<file path="config.mk">
export PLATFORM = sky130hd
export DESIGN_NAME = bnn_output_scanner
export DESIGN_NICKNAME = d
export VERILOG_FILES = /design/src/rtl/bnn_output_scanner.sv
export SDC_FILE = /design/constraint.sdc
export NUM_CORES = 1
export LEC_CHECK = 0
export CORE_ASPECT_RATIO = 0.6
export CORE_MARGIN = 5
export CORE_UTILIZATION = 40
export CTS_BUF_LIST = sky130_fd_sc_hd__clkbuf_2 sky130_fd_sc_hd__clkbuf_4 sky130_fd_sc_hd__clkbuf_8
export CTS_CLUSTER_DIAMETER = 30
export CTS_CLUSTER_SIZE = 30
export DETAILED_ROUTE_END_ITERATION = 8
export HOLD_SLACK_MARGIN = 0.05
export PLACE_DENSITY = 0.69
export SLEW_MARGIN = 20
export SYNTH_ARGS = -nofsm -noshare
export SYNTH_HDL_FRONTEND = slang
export SYNTH_SLANG_ARGS = --single-unit
</file>
<file path="constraint.sdc">
create_clock -name clk -period 2.6 [get_ports clk]
set_input_delay 0.26 -clock clk [delete_from_list [all_inputs] [get_ports clk]]
set_output_delay 0.26 -clock clk [all_outputs]
set_load 0.005 [all_outputs]
</file>
<file path="src/rtl/bnn_output_scanner.sv">
// rtl/bnn_output_scanner.sv - scans BNN result words and compresses them into a MISR signature
//
// Purpose: walks sel_addr over NUM_WORDS result words of the BNN wrapper,
// samples each returned word READ_LAT cycles later and folds it into a
// SIG_W-bit MISR. Optional argmax tracker enabled by BNN_SCAN_MAXTRACK_EN.
//
// Ports:
//   clk        clock, rising edge
//   rst        synchronous active-high reset
//   start      pulse, begins one scan pass (only honoured in IDLE)
//   sel_addr   word select to wrapper
//   sel_data   selected word from wrapper
//   busy       high during SCAN and DRAIN
//   done       one-cycle pulse when signature is final
//   signature  MISR value, stable from done until next start
//   max_val    (BNN_SCAN_MAXTRACK_EN) largest unsigned sample
//   max_idx    (BNN_SCAN_MAXTRACK_EN) index of max_val
module bnn_output_scanner #(
  parameter int                 NUM_WORDS = 64,
  parameter int                 ADDR_W    = 6,
  parameter int                 DATA_W    = 16,
  parameter int                 SIG_W     = 32,
  parameter logic [SIG_W-1:0]   POLY      = 32'h04C11DB7,
  parameter logic [SIG_W-1:0]   SEED      = 32'hFFFFFFFF,
  parameter int                 READ_LAT  = 1
) (
  input  logic              clk,
  input  logic              rst,
  input  logic              start,
  output logic [ADDR_W-1:0] sel_addr,
  input  logic [DATA_W-1:0] sel_data,
  output logic              busy,
  output logic              done,
  output logic [SIG_W-1:0]  signature
`ifdef BNN_SCAN_MAXTRACK_EN
  ,
  output logic [DATA_W-1:0] max_val,
  output logic [ADDR_W-1:0] max_idx
`endif
);

  localparam int                CNT_W    = $clog2(READ_LAT + 1);
  localparam logic [ADDR_W-1:0] LAST     = ADDR_W'(NUM_WORDS - 1);
  localparam logic [CNT_W-1:0]  LAT_LAST = CNT_W'(READ_LAT - 1);

  typedef enum logic [1:0] {
    IDLE  = 2'd0,
    SCAN  = 2'd1,
    DRAIN = 2'd2,
    DONE  = 2'd3
  } state_t;

  state_t            state;
  state_t            state_next;
  logic [READ_LAT-1:0] vld;
  logic [CNT_W-1:0]  drain_cnt;
  logic [SIG_W-1:0]  misr_next;

  // One MISR step: shift with polynomial feedback, then fold in the
  // zero-extended sample.
  assign misr_next = {signature[SIG_W-2:0], 1'b0}
                   ^ (signature[SIG_W-1] ? POLY : '0)
                   ^ SIG_W'(sel_data);

  always_comb begin
    state_next = state;
    busy       = 1'b0;
    done       = 1'b0;
    case (state)
      IDLE:  if (start) state_next = SCAN;
      SCAN: begin
        busy = 1'b1;
        if (sel_addr == LAST) state_next = DRAIN;
      end
      DRAIN: begin
        busy = 1'b1;
        if (drain_cnt == LAT_LAST) state_next = DONE;
      end
      DONE: begin
        done       = 1'b1;
        state_next = IDLE;
      end
      default: state_next = IDLE;
    endcase
  end

  always_ff @(posedge clk) begin
    if (rst) state <= IDLE;
    else     state <= state_next;
  end

`ifdef BNN_SCAN_MAXTRACK_EN
  logic [ADDR_W-1:0] samp_idx;
`endif

  always_ff @(posedge clk) begin
    if (rst) begin
      sel_addr  <= '0;
      vld       <= '0;
      drain_cnt <= '0;
      signature <= '0;
`ifdef BNN_SCAN_MAXTRACK_EN
      max_val   <= '0;
      max_idx   <= '0;
      samp_idx  <= '0;
`endif
    end else begin
      // vld[k] marks that the address issued k+1 cycles ago was a real
      // scan address; the oldest tap lines up with its returned data.
      vld[0] <= (state == SCAN);
      for (int i = 1; i < READ_LAT; i++) vld[i] <= vld[i-1];

      if (vld[READ_LAT-1]) begin
        signature <= misr_next;
`ifdef BNN_SCAN_MAXTRACK_EN
        samp_idx <= samp_idx + 1'b1;
        // Strictly greater keeps the lowest index on ties.
        if (sel_data > max_val) begin
          max_val <= sel_data;
          max_idx <= samp_idx;
        end
`endif
      end

      case (state)
        IDLE: begin
          sel_addr <= '0;
          if (start) begin
            signature <= SEED;
`ifdef BNN_SCAN_MAXTRACK_EN
            max_val  <= '0;
            max_idx  <= '0;
            samp_idx <= '0;
`endif
          end
        end
        SCAN: begin
          drain_cnt <= '0;
          if (sel_addr != LAST) sel_addr <= sel_addr + 1'b1;
        end
        DRAIN: drain_cnt <= drain_cnt + 1'b1;
        DONE:  sel_addr  <= '0;
        default: ;
      endcase
    end
  end

endmodule

</file>
==> results of run 1 <==
-- flip-flops by register name, indices dropped and copies added (netlist names) --
register   cells
sel_addr       6
state          2
vld            1
drain_cnt      1
signature     32
-- power by group through the flow --
stage / logic, uW / registers (uW) / clock network, uW
3_3_place_gp: 1260 / 1070 / 0
5_1_grt: 1430 / 1100 / 469
3_5_place_dp: 1290 / 1080 / 0
6_report: 1290 / 1060 / 429
4_1_cts: 1300 / 1060 / 449
2_1_floorplan: 801 / 1010 / 0
-- cell families (layout without fill, tap and decap cells) --
logic type / Yosys count / in the layout / share of synthesized area, %
mux: 24 / 24 / 12.4
fa+ha+maj: 5 / 5 / 3.19
xor+xnor: 29 / 29 / 13.0
buf+inv: 21 / 76 / 4.40
simple gates: 31 / 31 / 7.40
flops: 42 / 42 / 42.9
compound gates: 58 / 58 / 16.8
-- per-layer routing --
metal,routed length [um],vias up
met2,2020,41
li1,-,833
met4,55,0
met3,283,4
met5,0,-
met1,2240,762
-- area by class of cell --
type	count	area [um2]
Multi-Input combinational cell	147	1030
Timing Repair Buffer	62	611
Clock buffer	6	82.6
Clock inverter	2	12.5
Tap cell	63	78.8
Inverter	6	22.5
Sequential cell	42	842
Fill cell	457	1980
-- Yosys cell counts, drive strengths merged --
cell,instances,share of area [%]
dfxtp,42,43
a21oi,37,9.4
xnor2,29,13
mux2i,22,11
nand2,19,3.6
o21ai,12,3.1
buf,11,2.5
inv,6,1.1
ha,5,3.2
clkbuf,4,0.77
nor2,4,0.77
mux2,2,1.1
nand3,2,0.51
o21a,2,0.77
o31ai,2,0.77
or4,2,0.77
a221oi,1,0.77
a311oi,1,0.45
a32oi,1,0.45
nand3b,1,0.38
nand4,1,0.64
nor2b,1,0.32
nor3b,1,0.38
o22ai,1,0.64
o31a,1,0.45
-- per-stage QoR --
stage               hold slack (ps)  util [%]  std cells  instance area (um2)  worst slack (ps)
finish                          513      57.6        328                 2680               512
global route                    543      57.6        328                 2680               439
CTS                             514      57.6        328                 2680               517
detailed placement              502      55.5        320                 2590               792
global placement                488      55.5        320                 2590               880
floorplan                       462         -        210                 1960               903
-- worst paths after layout --
kind | endpoint | slack (ps) | depth (start not counted)
setup / recovery | busy | 510 | 3
hold / removal | sel_addr[0]$_SDFFE_PP0P_ | 510 | 2
setup reg to reg | sel_addr[5]$_SDFFE_PP0P_ | 750 | 6
hold reg to reg | sel_addr[0]$_SDFFE_PP0P_ | 510 | 2
-- worst min-delay path: stages (launching register included) --
cell	delay, ps
dfxtp_1	350
nand2_1	70
a21oi_1	50
==> flow_summary_export.csv, run 1 <==
group,metric,value,unit
outcome,status,"finished, final reports clean",
drt,drtIter0Drc,70,
timing,tns,0,ps
grt,use_met1,20.7,%
logic_synthesis,syn_nets,234,
placement,port_buffers,58,
grt,grt_max_degree,44,
grt,top_usage_layer,"met2",
timing,setup_viol,0,
pwr,switching_share,35.3,%
logic_synthesis,synth_cell_types,27,
placement,hpwl,3270,um
worst_setup_path,cp.arrival,1830,ps
logic_synthesis,yosysWarnings,0,
clocking,htree_levels,2,
die,rows,19,
cells_and_area,n_antenna_cell,0,
clocking,cts_setup_buffers,0,
timing,max_slew_margin,36.2,%
worst_setup_path,slowest_stage,"clkdlybuf4s50_1",
drt,firstDrtPassIters,4,
clocking,clk_latency,290,ps
grt,antenna_found_initial,0,
worst_setup_path,path_cells,"inv_1, ha_1, clkdlybuf4s50_1",
timing,period_share,80.3,%
clocking,cts_buffers,5,
timing,finalHoldViolCount,0,
worst_setup_path,r2r-start,"state[0]$_SDFFE_PP0P_",
pwr,clockPowerShare,15.5,%
clocking,root_buffer,"clkbuf_8",
grt,gr-usage-met2,23.2,%
grt,overflow,0,
die,core-area,0.00466,mm2
timing,worstMarginPinSlew,957,ps
pwr,power_frac_seq,38.2,%
timing,drv_slew,0,
pwr,p_int,1800,uW
pwr,ir_drop,0.452,mV
drt,wl_per_cell,14.0,um
logic_synthesis,synthCells,210,
pwr,cellPowerDensity,1030,mW/mm2
die,pin_count,59,
worst_setup_path,worstSetupStartpointType,"flip-flop",
grt,grt_pass1_wl,8010,um
drt,vias_per_cell,5.00,
drt,remaining_drc_errors,0,
cells_and_area,syn2layout_area_growth,36.8,%
pwr,leakage,0.000912,uW
timing,rsz0062_at_grt,"no",
logic_synthesis,synthesis.area,0.00196,mm2
drt,ant_nets,0,
logic_synthesis,seq_area_frac_synth,42.9,%
cells_and_area,nets,288,
timing,min_period,2090,ps
die,die_w,100,um
die,die_h,64.2,um
pwr,pwr-share-comb,46.4,%
cells_and_area,drive_gt1_share,7.17,%
worst_setup_path,cp_top_family,"buffers and inverters",
drt,via_count,1640,
worst_setup_path,worstSetupStartpoint,"state[1]$_SDFFE_PP0P_",
worst_setup_path,critPathRequiredTime,2340,ps
pwr,power.switching,979,uW
run,maxCapViolCount,0,
logic_synthesis,syn_avg_cell_area,9.34,um2
timing,finalClockSkew,4.44,ps
timing,max_freq,479,MHz
cells_and_area,final_common_cell,"clkdlybuf4s50_1",
hold_path,hp-class,"reg2reg",
worst_setup_path,path_max_fanout,10,
clocking,cts.sinks,42,
clocking,ctsHoldBuffers,0,
hold_path,hp-start,"sel_addr[0]$_SDFFE_PP0P_",
grt,grt_pass1_vias,1643,
die,start_util,42.1,%
grt,met3_usage,4.13,%
drt,routed_wl,4600,um
clocking,cts-resized-gates,0,
grt,grt_usage,15.2,%
die,die-area,0.00645,mm2
placement,gp_congestion,0.856,
clocking,clkTransAtPathRegs,80,ps
worst_setup_path,cp_slowest_stage_delay,570,ps
worst_setup_path,cp-end-kind,"primary output",
clocking,cts.path.max_buffers,2,
worst_setup_path,path_buf_inv,2,
logic_synthesis,ys_ff_latch,42,
clocking,cts_tree,"done",
cells_and_area,layout_common_cells,"clkdlybuf4s50_1 (58), dfxtp_1 (41), a21oi_1 (37)",
pwr,total_power,2780,uW
worst_setup_path,worstSetupPathType,"reg2out",
Note: power is estimated with default switching activity, not from simulation.
==> run 2: changes to the inputs <==
==> constraint.sdc (replaced) <==
create_clock -name clk -period 1.95 [get_ports clk]
set_input_delay 0.195 -clock clk [delete_from_list [all_inputs] [get_ports clk]]
set_output_delay 0.195 -clock clk [all_outputs]
set_load 0.005 [all_outputs]
==> run 2 against run 1 <==
Effect of this change:
- count of clock-buffer cells in the layout did not move
- design area increased by 2.6%
- core utilization rose by 1.5 points
- flip-flop and latch count did not move
- critical path depth did not move
- wire length up 0.72%
- via count down 1.4%
- register-to-register slack worse by 520 ps
- critical path type unchanged
- highest routed layer unchanged
==> flow_summary_export.csv, run 2 (synthesized netlist as in run 1, its figures left out) <==
group,metric,value,unit
hold_path,hp-class,"reg2reg",
cells_and_area,reg_top3,"signature (32), sel_addr (6), state (2)",
die,die-area,0.00645,mm2
worst_setup_path,r2r-start,"state[1]$_SDFFE_PP0P_",
cells_and_area,fin_cells,329,
clocking,htree_levels,2,
timing,max_freq,542,MHz
hold_path,hp-start,"sel_addr[0]$_SDFFE_PP0P_",
drt,firstDrtPassIters,4,
drt,drtIter0Drc,50,
clocking,clk_latency,290,ps
clocking,clkTransAtPathRegs,80,ps
grt,grt_pass1_wl,7620,um
timing,worstMarginPinSlew,441,ps
clocking,root_buffer,"clkbuf_8",
die,die_h,64.2,um
cells_and_area,nets,289,
timing,max_slew_margin,70.3,%
worst_setup_path,worstSetupPathType,"reg2out",
worst_setup_path,path_max_fanout,5,
placement,port_buffers,58,
cells_and_area,final_common_cell,"clkdlybuf4s50_1",
timing,setup_viol,0,
drt,wl_per_cell,14.1,um
worst_setup_path,worstSetupStartpointType,"flip-flop",
clocking,cts_tree,"done",
worst_setup_path,cp-end-kind,"primary output",
timing,finalClockSkew,6.58,ps
pwr,ir_drop,0.612,mV
cells_and_area,largest_reg_flops,32,
clocking,cts.sinks,42,
die,pin_count,59,
placement,dp_cells,321,
worst_setup_path,critPathRequiredTime,1750,ps
clocking,cts.path.max_buffers,2,
clocking,cts_buffers,5,
timing,drv_slew,0,
timing,min_period,1840,ps
timing,tns,0,ps
cells_and_area,largest-register,"signature",
timing,finalHoldViolCount,0,
placement,gp_congestion,0.823,
die,core-area,0.00466,mm2
cells_and_area,syn2layout_area_growth,40.4,%
run,maxCapViolCount,0,
pwr,total_power,4000,uW
grt,grt_usage,14.9,%
pwr,leakage,0.000944,uW
clocking,cts_setup_buffers,0,
drt,remaining_drc_errors,0,
grt,grt_pass1_vias,1520,
cells_and_area,drive_gt1_share,7.89,%
die,rows,19,
drt,ant_nets,0,
placement,hpwl,3330,um
cells_and_area,layout_common_cells,"clkdlybuf4s50_1 (58), dfxtp_1 (41), a21oi_1 (37)",
clocking,ctsHoldBuffers,0,
drt,vias_per_cell,4.91,
drt,routed_wl,4630,um
cells_and_area,n_antenna_cell,0,
drt,via_count,1617,
die,start_util,42.1,%
worst_setup_path,cp.arrival,1650,ps
grt,antenna_found_initial,0,
cells_and_area,num-fill-cells,457,
outcome,status,"finished, final reports clean",
pwr,cellPowerDensity,1450,mW/mm2
die,die_w,100,um
grt,overflow,0,
worst_setup_path,worstSetupStartpoint,"state[0]$_SDFFE_PP0P_",
grt,grt_max_degree,38,
timing,period_share,94.6,%
timing,rsz0062_at_grt,"no",
## run 2: changes by cell type in the layout (fill, tap and decap cells not counted)
| cell | previous run | this run |
|---|---|---|
| clkinvlp_4 | 1 | 0 |
| buf_12 | 0 | 1 |
| ha_1 | 5 | 4 |
| clkinv_2 | 1 | 0 |
| ha_2 | 0 | 1 |
| bufinv_16 | 0 | 2 |
## run 2: power by group
group          total, uW  switching, uW  internal, uW
Sequential          1380            264          1120
Clock                829            283           546
Combinational       1790            756          1040
## run 2: path summary, 6_finish.rpt
kind                              endpoint  slack [ps]  depth (start not counted)
setup / recovery                      busy         110                          3
hold / removal    sel_addr[0]$_SDFFE_PP0P_         500                          2
setup reg to reg  sel_addr[5]$_SDFFE_PP0P_         230                          6
hold reg to reg   sel_addr[0]$_SDFFE_PP0P_         500                          2
## run 2: final cells by class
type / count / area, um2 / area share (%)
clock buffers: 6 / 82.6 / 3.00
clock inverters: 2 / 60.1 / 2.18
repair buffers: 63 / 631 / 22.9
flip-flops and latches: 42 / 842 / 30.6
inverters: 6 / 22.5 / 0.818
multi-input cells: 147 / 1040 / 37.6
well taps: 63 / 78.8 / 2.86
## run 2: metrics by stage
stage	util, %	area, um2	worst slack, ps	hold WS (ps)
after detailed placement	56.0	2610	235	495
after CTS	59.0	2750	75.9	507
after floorplan	-	1960	253	397
after global routing	59.1	2750	14.3	544
final	59.1	2750	106	505
after global placement	56.0	2610	290	481
## run 2: routing by layer
metal / wire (um) / vias up / GRT usage, % / part of all wire (%)
li1: - / 830 / - / -
met1: 2250 / 742 / 20.0 / 49
met2: 2060 / 43 / 22.8 / 44
met3: 290 / 2 / 4.57 / 6.3
met4: 36 / 0 / 5.04 / 0.78
met5: 0 / - / 0 / 0
## run 2: critical path, stage by stage (launching register included)
cell,delay [ps]
dfxtp_1,390
inv_1,80
ha_2,380
clkdlybuf4s50_1,520
## run 2: repair_timing
item,4_1_cts,5_1_grt
endpoints found under the hold margin,0,0
resized for setup,0,1
endpoints found under the setup margin,0,1
==> run 3: changes to the inputs <==
--- a/config.mk
+++ b/config.mk
@@ -13,8 +13,8 @@
 export CTS_CLUSTER_SIZE = 30
 export DETAILED_ROUTE_END_ITERATION = 8
 export HOLD_SLACK_MARGIN = 0.05
-export PLACE_DENSITY = 0.69
-export SLEW_MARGIN = 20
+export PLACE_DENSITY_LB_ADDON = 0.08
+export SLEW_MARGIN = 10
 export SYNTH_ARGS = -nofsm -noshare
 export SYNTH_HDL_FRONTEND = slang
 export SYNTH_SLANG_ARGS = --single-unit
==> run 3 against run 2 <==
Effect of this change:
- largest power group unchanged
- core utilization decreased by 1.5 points
- critical endpoint unchanged
- combinational power about the same
- clock power decreased by 37%
- non-clock buffer count increased by 1
- sequential share of layout area increased by 0.81 points
- global-route usage decreased by 0.34 points
- critical path type unchanged
- wire length decreased by 2.0%
- largest cell class unchanged
- worst setup slack improved by 41 ps
- total power decreased by 8.4%
==> flow_summary_export.csv, run 3 (synthesized netlist as in run 1, its figures left out) <==
group,metric,value,unit
outcome,status,"finished, final reports clean",
timing,finalHoldViolCount,0,
grt,grt_pass1_vias,1536,
worst_setup_path,cp-end-kind,"primary output",
die,die_w,100,um
cells_and_area,n_antenna_cell,0,
timing,rsz0062_at_grt,"no",
grt,grt_pass1_wl,7580,um
clocking,clk_latency,280,ps
timing,drv_slew,0,
worst_setup_path,worstSetupStartpointType,"flip-flop",
die,pin_count,59,
clocking,cts-resized-gates,0,
timing,tns,0,ps
cells_and_area,final_common_cell,"clkdlybuf4s50_1",
placement,hpwl,3240,um
cells_and_area,layout_common_cells,"clkdlybuf4s50_1 (58), dfxtp_1 (41), a21oi_1 (37)",
run,maxCapViolCount,0,
grt,antenna_found_initial,0,
hold_path,worst_hold_path.endpoint,"state[1]$_SDFFE_PP0P_",
timing,setup_viol,0,
cells_and_area,largest-register,"signature",
worst_setup_path,slowest_stage,"clkdlybuf4s50_1",
timing,worstMarginPinSlew,395,ps
pwr,cellPowerDensity,1370,mW/mm2
worst_setup_path,critPathRequiredTime,1750,ps
hold_path,whs_path_depth,2,
clocking,ctsHoldBuffers,0,
cells_and_area,reg_top3,"signature (32), sel_addr (6), state (2)",
timing,finalClockSkew,4.59,ps
cells_and_area,drive_gt1_share,7.52,%
grt,grt_usage,14.6,%
die,rows,19,
cells_and_area,nets,290,
cells_and_area,seq_area,842,um2
clocking,cts_buffers,5,
drt,via_count,1634,
timing,max_slew_margin,73.4,%
worst_setup_path,rrSetupSlack,230,ps
worst_setup_path,worstSetupPathType,"reg2out",
drt,firstDrtPassIters,4,
hold_path,hp-class,"reg2reg",
drt,routed_wl,4540,um
pwr,total_power,3670,uW
cells_and_area,largest_reg_flops,32,
hold_path,hp-start,"state[1]$_SDFFE_PP0P_",
cells_and_area,num-fill-cells,435,
timing,period_share,92.5,%
drt,wl_per_cell,13.8,um
worst_setup_path,reg2reg_depth,6,
cells_and_area,design_area,0.00268,mm2
worst_setup_path,path_cells,"inv_1, ha_1, clkdlybuf4s50_1",
cells_and_area,utilization,57.5,%
clocking,cts.path.max_buffers,2,
pwr,leakage,0.000920,uW
clocking,htree_levels,2,
worst_setup_path,cp_top_family,"buffers and inverters",
die,core-area,0.00466,mm2
worst_setup_path,path_buf_inv,2,
worst_setup_path,r2r_end,"sel_addr[5]$_SDFFE_PP0P_",
grt,grt_max_degree,38,
drt,drtIter0Drc,55,
timing,max_freq,554,MHz
clocking,cts_setup_buffers,0,
cells_and_area,multi_input_area,0.00103,mm2
drt,ant_nets,0,
worst_setup_path,path_max_fanout,4,
timing,min_period,1800,ps
pwr,ir_drop,0.528,mV
drt,vias_per_cell,4.97,
clocking,cts_tree,"done",
clocking,root_buffer,"clkbuf_8",
drt,remaining_drc_errors,0,
worst_setup_path,r2r-start,"state[1]$_SDFFE_PP0P_",
placement,port_buffers,58,
die,die-area,0.00645,mm2
cells_and_area,syn2layout_area_growth,36.8,%
clocking,cts.sinks,42,
grt,overflow,0,
clocking,clkTransAtPathRegs,70,ps
worst_setup_path,cp.arrival,1610,ps
die,start_util,42.1,%
worst_setup_path,cp_slowest_stage_delay,510,ps
die,die_h,64.2,um
placement,dpl-instance-area,0.00260,mm2
placement,gp_congestion,0.764,
[run 3: final cells by class]
class | count | share of cell area (%)
Multi-Input combinational cell | 147 | 38.5
Tap cell | 63 | 2.94
Clock buffer | 5 | 2.57
Inverter | 6 | 0.840
Timing Repair Buffer | 64 | 23.3
Clock inverter | 2 | 0.373
Sequential cell | 42 | 31.4
[run 3: how the worst max path moves through the flow]
| stage | slack, ps | depth (start not counted) | from | to |
|---|---|---|---|---|
| final | 150 | 3 | state[0]$_SDFFE_PP0P_ | busy |
| after global routing | 60 | 3 | state[0]$_SDFFE_PP0P_ | busy |
| after CTS | 110 | 3 | state[0]$_SDFFE_PP0P_ | busy |
| after detailed placement | 270 | 6 | state[0]$_SDFFE_PP0P_ | sel_addr[5]$_SDFFE_PP0P_ |
| after global placement | 300 | 6 | state[0]$_SDFFE_PP0P_ | sel_addr[5]$_SDFFE_PP0P_ |
| after floorplan | 250 | 7 | state[0]$_SDFFE_PP0P_ | sel_addr[5]$_SDFFE_PP0P_ |
[run 3: power by group]
| part | switching (uW) | total, uW | internal [uW] |
|---|---|---|---|
| Sequential | 220 | 1340 | 1120 |
| Clock | 281 | 522 | 240 |
| Combinational | 788 | 1810 | 1020 |
| Total | 1290 | 3670 | 2380 |
[run 3: stage by stage]
stage / hold WS, ps / std cells / worst slack [ps]
2_1_floorplan: 397 / 210 / 253
3_3_place_gp: 485 / 322 / 305
3_5_place_dp: 497 / 322 / 273
4_1_cts: 508 / 329 / 115
5_1_grt: 537 / 329 / 56.2
6_report: 505 / 329 / 146
[run 3: per-layer routing]
metal  global-route usage (%)  vias to the layer above  wire length (um)
met5                        0                        -                 0
met2                     20.5                       43              1790
li1                         -                      834                 -
met1                     21.1                      755              2490
met4                     4.03                        0                14
met3                     4.67                        2               249
[run 3: worst min-delay path: cells and delay by family (launching register included)]
kind,cells,cell delay (ps)
flip-flops,1,340
multiplexers,1,60
AND/OR/NAND/NOR,1,60
